[src/rtl/sad_pkg.sv]
// Shared definitions for the UART packet loader: FSM states, error codes
// and the default frame start marker.
package sad_pkg;

   typedef enum logic [1:0] {
      IDLE  = 2'd0,
      DATA  = 2'd1,
      CHECK = 2'd2
   } state_t;

   localparam logic [1:0] ERR_NONE     = 2'b00;
   localparam logic [1:0] ERR_CHECKSUM = 2'b01;
   localparam logic [1:0] ERR_TIMEOUT  = 2'b10;
   localparam logic [1:0] ERR_OVERFLOW = 2'b11;

   localparam logic [7:0] DEFAULT_SYNC_BYTE = 8'hA5;

endpackage

[src/rtl/uart_byte_assembler.sv]
// Collects WORD_BYTES bytes MSB-first into a word; o_word already includes
// the byte being presented so the caller can capture it on the completing edge.
module uart_byte_assembler #(
   parameter int WORD_BYTES = 2
) (
   input  logic                    clock,
   input  logic                    reset,
   input  logic                    i_clear,
   input  logic                    i_byteValid,
   input  logic [7:0]              i_byte,
   output logic [8*WORD_BYTES-1:0] o_word,
   output logic                    o_wordComplete
);

   logic [8*WORD_BYTES-1:0] r_shift;
   logic [2:0]              r_count;

   assign o_word         = (r_shift << 8) | (8*WORD_BYTES)'(i_byte);
   assign o_wordComplete = i_byteValid && (r_count == 3'(WORD_BYTES - 1));

   always_ff @(posedge clock) begin
      if (reset || i_clear) begin
         r_shift <= '0;
         r_count <= '0;
      end else if (i_byteValid) begin
         if (o_wordComplete) begin
            r_shift <= '0;
            r_count <= '0;
         end else begin
            r_shift <= o_word;
            r_count <= r_count + 3'd1;
         end
      end
   end

endmodule

[src/rtl/uart_packet_loader.sv]
// Frame loader: waits for a sync byte, emits FRAME_WORDS words with a
// one-word output register, then checks an XOR checksum byte.
module uart_packet_loader
   import sad_pkg::*;
#(
   parameter int         WORD_BYTES     = 2,
   parameter int         FRAME_WORDS    = 3,
   parameter logic [7:0] SYNC_BYTE      = DEFAULT_SYNC_BYTE,
   parameter int         TIMEOUT_CYCLES = 1000
) (
   input  logic                    clock,
   input  logic                    reset,
   input  logic                    UARTready,
   input  logic [7:0]              data_in,
   output logic [8*WORD_BYTES-1:0] word_out,
   output logic                    word_valid,
   input  logic                    word_ready,
   output logic [15:0]             word_index,
   output logic                    frame_done,
   output logic                    frame_error,
   output logic [1:0]              error_code,
   output logic                    busy
);

   state_t                  r_state, w_nextState;
   logic [15:0]             r_wordCount;
   logic [7:0]              r_xor;
   logic [31:0]             r_idle;
   logic [8*WORD_BYTES-1:0] r_wordOut;
   logic                    r_wordValid;
   logic [15:0]             r_wordIndex;
   logic                    r_frameDone, r_frameError;
   logic [1:0]              r_errorCode;

   logic [8*WORD_BYTES-1:0] w_word;
   logic                    w_wordComplete;
   logic                    w_timeout;
   logic                    w_loadWord, w_done, w_error;
   logic [1:0]              w_errCode;

   uart_byte_assembler #(.WORD_BYTES(WORD_BYTES)) u_assembler (
      .clock          (clock),
      .reset          (reset),
      .i_clear        (r_state != DATA),
      .i_byteValid    (UARTready && (r_state == DATA)),
      .i_byte         (data_in),
      .o_word         (w_word),
      .o_wordComplete (w_wordComplete)
   );

   // A byte arriving on the expiry cycle still counts, so timeout needs !UARTready.
   assign w_timeout = (r_state != IDLE) && !UARTready &&
                      (r_idle == 32'(TIMEOUT_CYCLES - 1));

   always_comb begin
      w_nextState = r_state;
      w_loadWord  = 1'b0;
      w_done      = 1'b0;
      w_error     = 1'b0;
      w_errCode   = ERR_NONE;
      case (r_state)
         IDLE: begin
            if (UARTready && (data_in == SYNC_BYTE)) w_nextState = DATA;
         end
         DATA: begin
            if (w_timeout) begin
               w_error     = 1'b1;
               w_errCode   = ERR_TIMEOUT;
               w_nextState = IDLE;
            end else if (w_wordComplete) begin
               if (r_wordValid && !word_ready) begin
                  w_error     = 1'b1;
                  w_errCode   = ERR_OVERFLOW;
                  w_nextState = IDLE;
               end else begin
                  w_loadWord = 1'b1;
                  if (r_wordCount == 16'(FRAME_WORDS - 1)) w_nextState = CHECK;
               end
            end
         end
         CHECK: begin
            if (UARTready) begin
               w_nextState = IDLE;
               if (data_in == r_xor) begin
                  w_done = 1'b1;
               end else begin
                  w_error   = 1'b1;
                  w_errCode = ERR_CHECKSUM;
               end
            end else if (w_timeout) begin
               w_error     = 1'b1;
               w_errCode   = ERR_TIMEOUT;
               w_nextState = IDLE;
            end
         end
         default: w_nextState = IDLE;
      endcase
   end

   always_ff @(posedge clock) begin
      if (reset) r_state <= IDLE;
      else       r_state <= w_nextState;
   end

   always_ff @(posedge clock) begin
      if (reset) begin
         r_wordCount  <= '0;
         r_xor        <= '0;
         r_idle       <= '0;
         r_wordOut    <= '0;
         r_wordValid  <= 1'b0;
         r_wordIndex  <= '0;
         r_frameDone  <= 1'b0;
         r_frameError <= 1'b0;
         r_errorCode  <= ERR_NONE;
      end else begin
         r_frameDone  <= w_done;
         r_frameError <= w_error;
         if (w_error) r_errorCode <= w_errCode;

         if (UARTready || (r_state == IDLE)) r_idle <= '0;
         else                                r_idle <= r_idle + 32'd1;

         if ((r_state == IDLE) && UARTready && (data_in == SYNC_BYTE)) begin
            r_wordCount <= '0;
            r_xor       <= '0;
         end else if ((r_state == DATA) && UARTready) begin
            r_xor <= r_xor ^ data_in;
         end

         // A new word may replace one being accepted on this same edge.
         if (w_loadWord) begin
            r_wordOut   <= w_word;
            r_wordIndex <= r_wordCount;
            r_wordCount <= r_wordCount + 16'd1;
            r_wordValid <= 1'b1;
         end else if (r_wordValid && word_ready) begin
            r_wordValid <= 1'b0;
         end
      end
   end

   assign word_out    = r_wordOut;
   assign word_valid  = r_wordValid;
   assign word_index  = r_wordIndex;
   assign frame_done  = r_frameDone;
   assign frame_error = r_frameError;
   assign error_code  = r_errorCode;
   assign busy        = (r_state != IDLE);

endmodule

[config.mk]
export PLATFORM = sky130hd
export DESIGN_NAME = uart_packet_loader
export DESIGN_NICKNAME = d
export VERILOG_FILES = /design/src/rtl/sad_pkg.sv /design/src/rtl/uart_byte_assembler.sv /design/src/rtl/uart_packet_loader.sv
export SDC_FILE = /design/constraint.sdc
export NUM_CORES = 1
export LEC_CHECK = 0
export ABC_AREA = 0
export CORE_UTILIZATION = 40
export CTS_CLUSTER_SIZE = 12
export DETAILED_ROUTE_END_ITERATION = 12
export SETUP_SLACK_MARGIN = 0.15
export SLEW_MARGIN = 20
export SYNTH_ARGS = -nofsm -noshare
export SYNTH_HDL_FRONTEND = slang
export SYNTH_SLANG_ARGS = --single-unit
[constraint.sdc]
create_clock -name clock -period 4.9 [get_ports clock]
set_input_delay 0.735 -clock clock [delete_from_list [all_inputs] [get_ports clock]]
set_output_delay 0.735 -clock clock [all_outputs]
set_load 0.01 [all_outputs]
==> results.md <==
* Setup CP Type: input port to flop
* Most common cell after layout, fill and taps aside: dfxtp_1
* Worst-path cell chain: clkdlybuf4s50_1 -> and2_1 -> nand3_4 -> o21ai_2 -> o21ai_0 -> a22oi_1 -> nor2_1
* ANT nets after route at 0
* Layout Nets at 614
* Avg Vias per Cell at 5.169
* Hold Buf Count CTS at 0
* Crit. End Element: flop
* Clock skew at 11.23 ps
* DPL Wire Length at 6.757 mm
* CTS buffer count at 9
* Mapped cell area at 4703 um2
* Core area at 11,420 um2
* Setup slack, reg-to-reg at 2270 ps
* Clk root buf: clkbuf_16
* Vias in the first global route at 3,524
* Gr usage total at 17.21%
* Setup bufs post-CTS at 0
* DP Area at 5244 um2
* WL final at 10.07 mm
* Share of cells above drive strength 1 at 7.023%
* Most area-consuming cells after synthesis: dfxtp_1 (45%), nand2_1 (7.7%), nor2_1 (6.6%)
* Count of different cell masters after synthesis at 59
* Unrepaired setup endpoints after global routing: no
* GRT Residual Overflow at 0
* Clock sink count at 106
* Sequential area share after synthesis at 45.12%
* Most frequent cells in the layout: dfxtp_1 (106), nand2_1 (97), nor2_1 (83), clkdlybuf4s50_1 (48), a21oi_1 (42)
* Worst setup startpoint: UARTready
* Area share of the largest cell type after synthesis at 45.12%
* Clk Latency, worst-skew pair at 350 ps
* Max Clk Rate at 336.0 MHz
* Worst-path fanout max at 52
* Final Hold Fails at 0
* Period utilisation layout at 60.75%
* Drt initial violations at 248
* Worst r2r path cells at 8
* Number of I/O pins at 50
* Crit-path max cell delay at 650 ps
* Crit path to: r_wordCount[13]
* Gate Count Post-Synth at 560
* Avg Cell Area, Syn at 8.399 um2
* Ys async rst share at 0%
* Final setup fails at 0
* Clock tree buffer depth at 2
* Post-route setup TNS at 0 ps
* Ant diodes at 0
* Clock slew at reported path FFs at 70 ps
* Ys Warns at 0
* Yosys top cell by area: dfxtp_1
* Site Rows at 39
* Power Dens Cells at 345.5 nW/um2
* Die Width at 110.4 um
* Max Slew Vio Count at 0
* Wire per inst at 13.59 um
* Relative slew slack at 57.53%
* Reg2reg start: r_state[1]
* Layout area overhead at 18.06%
* Post-synth EDFFs at 0
* CP max stage cell: clkdlybuf4s50_1
* Period minus WS final at 2977 ps
* Initial antenna violation count at 0
* CP startpoint kind: input port
* Synth Flop Type: dfxtp_1
* Min-Delay Path Class: flop to flop
* Cts repair resizes at 0
* Critical path arrival at 3200 ps
* Max capacitance violation total at 0
* Syn_nets at 580
* Initial core utilization at 41.19%
* CTS tree: yes
* DRC viols at 0
* Die Y at 110.4 um
* Static leakage power at 1.879 nW
* First-pass GRT wire length at 16.99 mm
* Largest net degree at the start of global routing at 59
* H-Tree Depth at 3
* Initial DRT Pass Iterations at 4
* IO Port Bufs at 49
* Vias at 3,830
* Die ar. at 12,200 um2
* Worst-Margin Slew at 637.1 ps
* Critical R2R Capture: r_wordCount[13]
* Status: completed
* Max rail drop VDD at 0.2188 mV
* Crit path required time at 5130 ps
* Finished layout cell area at 5553 um2
* Final Wtd Congestion at 0.7480
* FF+latch count, synth at 106
## cell type report
| type | count | area [um2] |
|---|---|---|
| fill | 1122 | 5866 |
| sequential | 106 | 2122 |
| tap | 143 | 178.9 |
| multi-input combinational | 413 | 2391 |
| timing repair buffer | 52 | 508.0 |
| clock buffer | 9 | 225.2 |
| clock inverter | 6 | 82.58 |
| inverter | 12 | 45.04 |
## synthesized netlist by cell type, types with 2 or more instances
cell type  instances
and3_1            12
clkbuf_1          13
a21oi_1           42
buf_4              2
and2_1             6
nor2b_1            3
and4_2             2
nor3_2             2
buf_6              2
nand3_1           14
inv_1             10
nand4_1           10
o21ai_2            2
dfxtp_1          106
nor4_1            11
a22oi_1           11
a31oi_1            3
a311oi_1           5
a211oi_1           2
buf_2             12
and3_2             2
nand2b_1           3
nor3_1             4
xor2_1            26
nand2_1           97
mux2i_1            2
and4_1             4
nor2_1            83
xnor2_1           20
o21ai_0           12
ha_1               8
or4_1              2
## registers in the layout (all words and copies together), names as in the netlist
name                 flops
frame_done               1
u_assembler.r_count      3
word_out                16
word_index              16
r_xor                    8
r_state                  2
frame_error              1
u_assembler.r_shift      8
r_idle                  32
word_valid               1
error_code               2
r_wordCount             16
## routing by layer
metal	part of all wire, %	GRT usage [%]	up-vias
met5	0	0	-
met4	1.2	6.400	0
met3	3.2	4.226	10
met2	46	26.54	54
met1	50	23.21	1800
li1	-	-	1966
## cell families after synthesis
group / count (synthesis) / share of synthesized area, %
AO/OA/AOI/OAI: 86 / 11.28
buffers and inverters: 41 / 4.070
adder cells (fa/ha/maj): 8 / 2.128
AND/OR/NAND/NOR: 271 / 28.41
multiplexers: 2 / 0.4257
XOR/XNOR: 46 / 8.566
flip-flops: 106 / 45.12
## critical path: cells and delay by family
family                 cells  cell delay, ps
buffers and inverters      1             650
AOI/OAI and AO/OA          3             800
and+or+nand+nor            3            1000
## through the flow
step                total power (W)  instances  utilization (%)  hold WS [ps]  worst slack, ps
floorplan                  0.001111        560                -         413.0             2906
global placement           0.001178        726            45.92         424.0             1624
detailed placement         0.001185        726            45.92         429.6             1536
CTS                        0.001940        741            48.62         439.4             1913
global route               0.002010        741            48.63         463.4             1612
finish                     0.001919        741            48.63         433.7             1923
## where the power goes
group          leakage, nW  switching, W  internal (W)
registers            0.854     0.0000175      0.000884
logic                0.874      0.000164     0.0000998
clock network        0.151      0.000312      0.000442
## how the worst min path moves through the flow
stage,end,from,cells after the start,slack (ps)
2_1_floorplan,r_idle[0],r_idle[0],1,410
3_3_place_gp,r_idle[0],r_idle[0],1,420
3_5_place_dp,r_idle[0],r_idle[0],1,430
4_1_cts,r_idle[0],r_idle[0],1,440
5_1_grt,r_idle[0],r_idle[0],1,460
6_report,r_idle[0],r_idle[0],1,430
(Power assumes the default switching activity.)
